[config.mk]
export PLATFORM = sky130hd
export DESIGN_NAME = x4_spi_reg_responder
export DESIGN_NICKNAME = d
export VERILOG_FILES = /design/src/rtl/x4_spi_reg_responder.sv
export SDC_FILE = /design/constraint.sdc
export NUM_CORES = 2
export LEC_CHECK = 0
export ABC_CLOCK_PERIOD_IN_PS = 108400
export CAP_MARGIN = 15
export CORE_MARGIN = 2
export CORE_UTILIZATION = 37
export CTS_BUF_LIST = sky130_fd_sc_hd__clkbuf_2
export DETAILED_ROUTE_END_ITERATION = 8
export SLEW_MARGIN = 0
export SYNTH_ARGS = -nofsm -noshare
export SYNTH_HDL_FRONTEND = slang
export SYNTH_SLANG_ARGS = --single-unit
[constraint.sdc]
create_clock -name clk -period 108.4 [get_ports clk]
set_input_delay 10.84 -clock clk [delete_from_list [all_inputs] [get_ports clk]]
set_output_delay 10.84 -clock clk [all_outputs]
set_load 0.01 [all_outputs]
[src/rtl/x4_spi_reg_responder.sv]
`timescale 1ns/1ps
// x4_spi_reg_responder: SPI mode-0 target for the X4 register path; 128x8 regfile also on a local port.
// Latency: wr_strobe/rd_strobe one clk after the synced 8th sclk rise; miso ~SYNC_STAGES+1 clk after sclk fall.
// Backpressure: none; SPI is master-paced (spi_sclk <= clk/8); local writes apply every cycle, SPI commit wins.
// Ports: clk/rst (async active-high); spi_sclk/spi_cs_n/spi_mosi in, spi_miso/spi_miso_oe out;
//        wr_strobe/rd_strobe/xfer_addr/xfer_data report committed bytes; local_addr/local_we/local_wdata/
//        local_rdata give direct regfile access; busy = frame open; frame_err = cs_n rose mid-byte.
module x4_spi_reg_responder #(
    parameter int          SYNC_STAGES = 2,
    parameter logic [7:0]  RESET_VALUE = 8'h00
) (
    input  logic       clk,
    input  logic       rst,
    input  logic       spi_sclk,
    input  logic       spi_cs_n,
    input  logic       spi_mosi,
    output logic       spi_miso,
    output logic       spi_miso_oe,
    output logic       wr_strobe,
    output logic       rd_strobe,
    output logic [6:0] xfer_addr,
    output logic [7:0] xfer_data,
    input  logic [6:0] local_addr,
    input  logic       local_we,
    input  logic [7:0] local_wdata,
    output logic [7:0] local_rdata,
    output logic       busy,
    output logic       frame_err
);

    typedef enum logic [1:0] {ST_IDLE, ST_ADDR, ST_WDATA, ST_RDATA} state_t;

    state_t                 state_q, state_d;
    logic [SYNC_STAGES-1:0] sclk_sync_q, sclk_sync_d;
    logic [SYNC_STAGES-1:0] cs_sync_q, cs_sync_d;
    logic [SYNC_STAGES-1:0] mosi_sync_q, mosi_sync_d;
    logic                   sclk_prev_q, sclk_prev_d;
    logic                   cs_prev_q, cs_prev_d;
    logic [2:0]             bit_cnt_q, bit_cnt_d;
    logic [6:0]             rx_shift_q, rx_shift_d;
    logic [6:0]             addr_q, addr_d;
    logic [7:0]             tx_shift_q, tx_shift_d;
    logic [7:0]             tx_byte_q, tx_byte_d;
    logic                   miso_q, miso_d;
    logic                   miso_oe_q, miso_oe_d;
    logic                   wr_strobe_q, wr_strobe_d;
    logic                   rd_strobe_q, rd_strobe_d;
    logic [6:0]             xfer_addr_q, xfer_addr_d;
    logic [7:0]             xfer_data_q, xfer_data_d;
    logic                   busy_q, busy_d;
    logic                   frame_err_q, frame_err_d;

    logic [7:0] regfile [128];
    logic       sclk_s, cs_s, mosi_s;
    logic       sclk_rise, sclk_fall, cs_fall, cs_rise;
    logic [7:0] rx_byte;
    logic       spi_we;

    assign sclk_s    = sclk_sync_q[SYNC_STAGES-1];
    assign cs_s      = cs_sync_q[SYNC_STAGES-1];
    assign mosi_s    = mosi_sync_q[SYNC_STAGES-1];
    assign sclk_rise = sclk_s & ~sclk_prev_q;
    assign sclk_fall = ~sclk_s & sclk_prev_q;
    assign cs_fall   = ~cs_s & cs_prev_q;
    assign cs_rise   = cs_s & ~cs_prev_q;
    // Complete byte as it stands on the current rise: 7 stored bits plus the bit being sampled now.
    assign rx_byte   = {rx_shift_q, mosi_s};

    always_comb begin
        sclk_sync_d = {sclk_sync_q[SYNC_STAGES-2:0], spi_sclk};
        cs_sync_d   = {cs_sync_q[SYNC_STAGES-2:0], spi_cs_n};
        mosi_sync_d = {mosi_sync_q[SYNC_STAGES-2:0], spi_mosi};
        sclk_prev_d = sclk_s;
        cs_prev_d   = cs_s;
        state_d     = state_q;
        bit_cnt_d   = bit_cnt_q;
        rx_shift_d  = rx_shift_q;
        addr_d      = addr_q;
        tx_shift_d  = tx_shift_q;
        tx_byte_d   = tx_byte_q;
        miso_d      = miso_q;
        miso_oe_d   = miso_oe_q;
        wr_strobe_d = 1'b0;
        rd_strobe_d = 1'b0;
        xfer_addr_d = xfer_addr_q;
        xfer_data_d = xfer_data_q;
        busy_d      = busy_q;
        frame_err_d = 1'b0;
        spi_we      = 1'b0;

        if (state_q != ST_IDLE && cs_rise) begin
            // Any partial byte is dropped; only a non-zero bit count is an error.
            state_d     = ST_IDLE;
            busy_d      = 1'b0;
            miso_oe_d   = 1'b0;
            miso_d      = 1'b0;
            frame_err_d = (bit_cnt_q != 3'd0);
            bit_cnt_d   = 3'd0;
        end else begin
            case (state_q)
                ST_IDLE: begin
                    if (cs_fall) begin
                        state_d   = ST_ADDR;
                        bit_cnt_d = 3'd0;
                        busy_d    = 1'b1;
                    end
                end
                ST_ADDR: begin
                    if (sclk_rise) begin
                        rx_shift_d = rx_byte[6:0];
                        bit_cnt_d  = bit_cnt_q + 3'd1;
                        if (bit_cnt_q == 3'd7) begin
                            addr_d = rx_byte[6:0];
                            if (rx_byte[7]) begin
                                tx_shift_d = regfile[rx_byte[6:0]];
                                tx_byte_d  = regfile[rx_byte[6:0]];
                                miso_oe_d  = 1'b1;
                                miso_d     = 1'b0;
                                state_d    = ST_RDATA;
                            end else begin
                                state_d    = ST_WDATA;
                            end
                        end
                    end
                end
                ST_WDATA: begin
                    if (sclk_rise) begin
                        rx_shift_d = rx_byte[6:0];
                        bit_cnt_d  = bit_cnt_q + 3'd1;
                        if (bit_cnt_q == 3'd7) begin
                            spi_we      = 1'b1;
                            wr_strobe_d = 1'b1;
                            xfer_addr_d = addr_q;
                            xfer_data_d = rx_byte;
                            addr_d      = addr_q + 7'd1;
                        end
                    end
                end
                ST_RDATA: begin
                    // Present on the fall so the bit is settled before the master's next rise.
                    if (sclk_fall) begin
                        miso_d     = tx_shift_q[7];
                        tx_shift_d = {tx_shift_q[6:0], 1'b0};
                    end
                    if (sclk_rise) begin
                        bit_cnt_d = bit_cnt_q + 3'd1;
                        if (bit_cnt_q == 3'd7) begin
                            rd_strobe_d = 1'b1;
                            xfer_addr_d = addr_q;
                            xfer_data_d = tx_byte_q;
                            addr_d      = addr_q + 7'd1;
                            tx_shift_d  = regfile[addr_q + 7'd1];
                            tx_byte_d   = regfile[addr_q + 7'd1];
                        end
                    end
                end
                default: state_d = ST_IDLE;
            endcase
        end
    end

    always_ff @(posedge clk or posedge rst) begin
        if (rst) begin
            state_q     <= ST_IDLE;
            sclk_sync_q <= '0;
            cs_sync_q   <= '1;
            mosi_sync_q <= '0;
            sclk_prev_q <= 1'b0;
            cs_prev_q   <= 1'b1;
            bit_cnt_q   <= 3'd0;
            rx_shift_q  <= 7'd0;
            addr_q      <= 7'd0;
            tx_shift_q  <= 8'd0;
            tx_byte_q   <= 8'd0;
            miso_q      <= 1'b0;
            miso_oe_q   <= 1'b0;
            wr_strobe_q <= 1'b0;
            rd_strobe_q <= 1'b0;
            xfer_addr_q <= 7'd0;
            xfer_data_q <= 8'd0;
            busy_q      <= 1'b0;
            frame_err_q <= 1'b0;
        end else begin
            state_q     <= state_d;
            sclk_sync_q <= sclk_sync_d;
            cs_sync_q   <= cs_sync_d;
            mosi_sync_q <= mosi_sync_d;
            sclk_prev_q <= sclk_prev_d;
            cs_prev_q   <= cs_prev_d;
            bit_cnt_q   <= bit_cnt_d;
            rx_shift_q  <= rx_shift_d;
            addr_q      <= addr_d;
            tx_shift_q  <= tx_shift_d;
            tx_byte_q   <= tx_byte_d;
            miso_q      <= miso_d;
            miso_oe_q   <= miso_oe_d;
            wr_strobe_q <= wr_strobe_d;
            rd_strobe_q <= rd_strobe_d;
            xfer_addr_q <= xfer_addr_d;
            xfer_data_q <= xfer_data_d;
            busy_q      <= busy_d;
            frame_err_q <= frame_err_d;
        end
    end

    // Register file: one flop byte per entry; an SPI commit overrides a same-cycle local write
    // to the same entry, writes to different entries both land.
    for (genvar g = 0; g < 128; g++) begin : g_reg
        logic [7:0] ent_q, ent_d;
        always_comb begin
            ent_d = ent_q;
            if (local_we && local_addr == 7'(g)) ent_d = local_wdata;
            if (spi_we && addr_q == 7'(g))       ent_d = rx_byte;
        end
        always_ff @(posedge clk or posedge rst) begin
            if (rst) ent_q <= RESET_VALUE;
            else     ent_q <= ent_d;
        end
        assign regfile[g] = ent_q;
    end

    assign spi_miso    = miso_q & miso_oe_q;
    assign spi_miso_oe = miso_oe_q;
    assign wr_strobe   = wr_strobe_q;
    assign rd_strobe   = rd_strobe_q;
    assign xfer_addr   = xfer_addr_q;
    assign xfer_data   = xfer_data_q;
    assign busy        = busy_q;
    assign frame_err   = frame_err_q;
    assign local_rdata = regfile[local_addr];

endmodule

==> summary.txt <==
CTS
  – Skew-Pair Late Insertion Delay: approximately 1900 ps
  – Clock buffers created by TritonCTS: 320
  – Root buffer cell: sky130_fd_sc_hd__clkbuf_2
  – Gates resized, CTS repair: 0
  – # H-tree levels: 5
  – Number of setup buffers added after CTS: 0
  – CTS hold repair buffers: 0
  – Clock-pin slew of the registers on the worst-case setup and hold paths: 110 ps
  – Clock tree buffer depth: 4
  – CTS tree: done
  – Number of sinks on the clock net: about 1.1k

Synth
  – Synthesized netlist cell count: about 6.9k
  – Combined area of all synthesized cells: between 70000 and 80000 sq um
  – Seq cells post-synth: 1088
  – Sequential element share of the synthesized area: between 30% and 40%
  – Top flip-flop cell by instance count after synthesis: sky130_fd_sc_hd__dfrtp_1
  – Number of enable flip-flop cells after synthesis: 0
  – Synth async-reset ratio: 100.0%
  – Post-Synthesis Mean Instance Area: between 10 and 15 sq um
  – Warnings, synthesis: 0
  – Count of different cell masters after synthesis: 73
  – Post-synthesis net count: approximately 7k

Timing
  – Time the final worst path needs with I/O delays and setup: 27300 ps
  – Final Hold Vio Count: 0
  – Tightest Pin Transition: 1447 ps
  – RSZ-0062 raised after global routing: no
  – Worst relative slew slack: ~3.5%
  – Final number of max-transition violations: 0
  – Post-route setup slack: between 80000 and 90000 ps
  – Total negative setup slack: 0 ps
  – Ratio of final minimum period to clock period: about a quarter
  – Finish-stage setup viols: 0
  – Fin Clk Skew: 246.1 ps
  – Highest clock rate: roughly 37 MHz

Placement
  – Final Wtd Congestion: approximately 1
  – PortBufs: 49
  – Detailed placement HPWL: 211400 microns
  – Setup slack at placement: between 80000 and 90000 ps
  – Cell Count Post-Placement: around 9.1k
  – Post-DP Area: between 70000 and 80000 sq um

Routing
  – Final routed DRC violation total: 0
  – Total wire length after detailed routing: 317700 microns
  – DR vias: approximately 63k
  – Residual antenna-violating net count after detailed routing: 0
  – Router iterations before antenna repair: 6
  – Vias/cell: between 6 and 7
  – DRC violation total after the first TritonRoute iteration: 9872
  – Average routed wire per standard cell: between 30 and 40 microns

Hold path
  – Worst min path class: flip-flop to flip-flop
  – Hold Startpoint: mosi_sync_q[0]

Pwr
  – Total power per unit cell area: approximately 18 nW/um^2
  – Overall power after layout: about 0.0015 W
  – Worst IR Drop VDD: 0.03509 mV
  – Static leakage power: between 20 and 30 nW

Layout
  – Share of cells above drive strength 1: a little under a quarter
  – Non-filler cells, final: roughly 9.7k
  – Multi-input logic area: around 46000 sq um
  – Area Growth Syn to Fin: 6.626%
  – Layout Cell Area excl Fill: around 80000 sq um
  – Sequential standard cell area: ~27000 sq um
  – Post-layout net count: a little under 7k
  – FILL cells: 19.65k

Setup path
  – Worst path arrival time: between 15000 and 20000 ps
  – Startpoint type of the worst setup path: input pin
  – Worst setup EP type: primary output
  – Classification of the worst setup path: input pin to primary output
  – Maximum net fanout on the critical path: 95
  – Required time of the critical path: roughly 100000 ps
  – Worst reg2reg path startpoint: addr_q[0]
  – Series of cell instances along the critical path: buf_8 > buf_12 > buf_4 > buf_4 > mux4_2 > mux4_2 > mux4_2 > mux2_2 > clkdlybuf4s50_1
  – Launching instance or port of the critical path: local_addr[0]
  – Most used cell along the critical path: sky130_fd_sc_hd__mux4_2
  – Highest cell delay on the worst timing path: 770 ps
  – Crit path max-delay cell type: sky130_fd_sc_hd__buf_4

Floorplanning
  – Die Wd: approximately 460 microns
  – Area of the core: 204000 sq um
  – Die area: between 200000 and 250000 sq um
  – Effective utilization at floorplan: between 30% and 40%
  – I/O pins: 50
  – Height of the die: about 460 microns
  – Placement Rows: ~170

Job
  – # Max-Cap Violations: 0

Global route
  – Pin count of the biggest net entering global routing: about 160
  – Wire length of the first global-routing pass: 454400 microns
  – Via count of the first global-routing pass: between 50k and 60k
  – GRT overflow: 0
  – Total global routing track utilization: approximately 30%
  – Number of antenna violations at the first check in global routing: 24

Status
  – Result of the run: finished clean
[power breakdown]
group	switching, W	internal [W]	leakage, nW
Clock	0.000198	0.000116	2.07
Combinational	0.000408	0.000223	16.8
Sequential	0.0000718	0.000442	10.3
Total	0.000678	0.000782	29.2
[metal layers]
| metal | global-route usage [%] | up-vias | part of all wire [%] |
|---|---|---|---|
| met4 | 19.20 | 34 | 7.4 |
| met5 | 0 | - | 0.077 |
| met3 | 10.55 | 1101 | 13 |
| met1 | 38.19 | 31470 | 36 |
| met2 | 43.22 | 4987 | 43 |
| li1 | - | 25630 | - |
[per-stage QoR]
stage          utilization (%)  hold WS, ps
2_1_floorplan                -        331.2
3_3_place_gp             38.27        334.6
3_5_place_dp             38.28        335.8
6_report                 39.60        358.6
4_1_cts                  39.57        361.9
5_1_grt                  39.59        372.8
[cell families (layout without fill, tap and decap cells)]
family	Yosys count	in the layout	share of synthesized area (%)
muxes	2029	2029	41.08
and+or+nand+nor	1756	1756	9.318
AOI/OAI and AO/OA	1302	1302	9.242
DFF	1088	1088	35.95
buffers and inverters	699	764	4.092
adders and majority gates	11	11	0.1817
xor gates and xnor gates	10	10	0.1355
other	0	11	0
[final cells by class]
cell class | instances | share of cell area (%)
antenna | 11 | 0.03408
clock buffer | 458 | 2.838
clock inverter | 75 | 0.4214
inverter | 16 | 0.08676
multi-input combinational | 5108 | 56.38
sequential | 1088 | 33.76
tap | 2688 | 4.164
timing repair buffer | 215 | 2.318
[flip-flops by register name (all words and copies together), names as in the netlist, 2 cells and up]
name         flops
state_q          2
cs_sync_q        2
mosi_sync_q      2
xfer_data        8
addr_q           7
tx_byte_q        8
bit_cnt_q        3
rx_shift_q       7
g.ent_q       1024
tx_shift_q       8
xfer_addr        7
sclk_sync_q      2
[cells in the final DEF (no fill, tap or decap), types with 11 or more instances in the layout]
cell type and count:
sky130_fd_sc_hd__mux2i_1 1140, sky130_fd_sc_hd__dfrtp_1 1076, sky130_fd_sc_hd__nor2_1 1059, sky130_fd_sc_hd__a21oi_1 966, sky130_fd_sc_hd__mux4_2 861, sky130_fd_sc_hd__nand2_1 477
sky130_fd_sc_hd__clkbuf_2 458, sky130_fd_sc_hd__o21ai_0 168, sky130_fd_sc_hd__buf_4 161, sky130_fd_sc_hd__clkinv_1 65, sky130_fd_sc_hd__nand3_1 59, sky130_fd_sc_hd__nor2_2 43
sky130_fd_sc_hd__clkdlybuf4s50_1 35, sky130_fd_sc_hd__mux2_2 28, sky130_fd_sc_hd__a31oi_1 27, sky130_fd_sc_hd__and2_1 22, sky130_fd_sc_hd__o22ai_1 17, sky130_fd_sc_hd__nand2b_1 14
sky130_fd_sc_hd__o211ai_1 14, sky130_fd_sc_hd__a32oi_1 14, sky130_fd_sc_hd__a221oi_1 13, sky130_fd_sc_hd__nor2b_1 12, sky130_fd_sc_hd__diode_2 11, sky130_fd_sc_hd__inv_1 11
sky130_fd_sc_hd__and3_1 11, sky130_fd_sc_hd__nor3_1 11, sky130_fd_sc_hd__buf_12 11
[final timing paths]
check | to | slack (ps) | cells past startpoint
setup / recovery | local_rdata[0] | 81100 | 9
hold / removal | mosi_sync_q[1] | 360 | 0
setup reg to reg | tx_byte_q[4] | 101570 | 11
hold reg to reg | mosi_sync_q[1] | 360 | 0
max in group asynchronous | g_reg[88].ent_q[4] | 94220 | 7
min in group asynchronous | g_reg[46].ent_q[7] | 9420 | 2
[critical path, delay by kind of cell]
family | cells | cell delay, ps
multiplexers | 4 | 2180
buffers and inverters | 5 | 3060
[synth_stat cells, types with 7 or more instances]
cell type	n	share of area [%]
sky130_fd_sc_hd__a21oi_1	966	6.4
sky130_fd_sc_hd__a221oi_1	13	0.15
sky130_fd_sc_hd__a222oi_1	8	0.11
sky130_fd_sc_hd__a22oi_1	7	0.069
sky130_fd_sc_hd__a31oi_1	28	0.23
sky130_fd_sc_hd__a32oi_1	14	0.16
sky130_fd_sc_hd__and2_1	22	0.18
sky130_fd_sc_hd__and3_1	11	0.091
sky130_fd_sc_hd__buf_1	56	0.28
sky130_fd_sc_hd__buf_2	104	0.69
sky130_fd_sc_hd__buf_4	60	0.59
sky130_fd_sc_hd__buf_6	16	0.24
sky130_fd_sc_hd__clkbuf_1	447	2.2
sky130_fd_sc_hd__dfrtp_1	1085	36
sky130_fd_sc_hd__ha_1	11	0.18
sky130_fd_sc_hd__inv_1	12	0.059
sky130_fd_sc_hd__mux2_2	28	0.42
sky130_fd_sc_hd__mux2i_1	1140	15
sky130_fd_sc_hd__mux4_2	861	26
sky130_fd_sc_hd__nand2_1	477	2.4
sky130_fd_sc_hd__nand2b_1	14	0.12
sky130_fd_sc_hd__nand3_1	59	0.39
sky130_fd_sc_hd__nand4_1	9	0.074
sky130_fd_sc_hd__nor2_1	1068	5.3
sky130_fd_sc_hd__nor2_2	35	0.29
sky130_fd_sc_hd__nor2b_1	12	0.099
sky130_fd_sc_hd__nor3_1	15	0.099
sky130_fd_sc_hd__o211ai_1	14	0.14
sky130_fd_sc_hd__o21ai_0	169	1.1
sky130_fd_sc_hd__o22ai_1	17	0.14
sky130_fd_sc_hd__or2_2	7	0.058
sky130_fd_sc_hd__xnor2_1	7	0.081
Power figures use the tool's default switching activity.
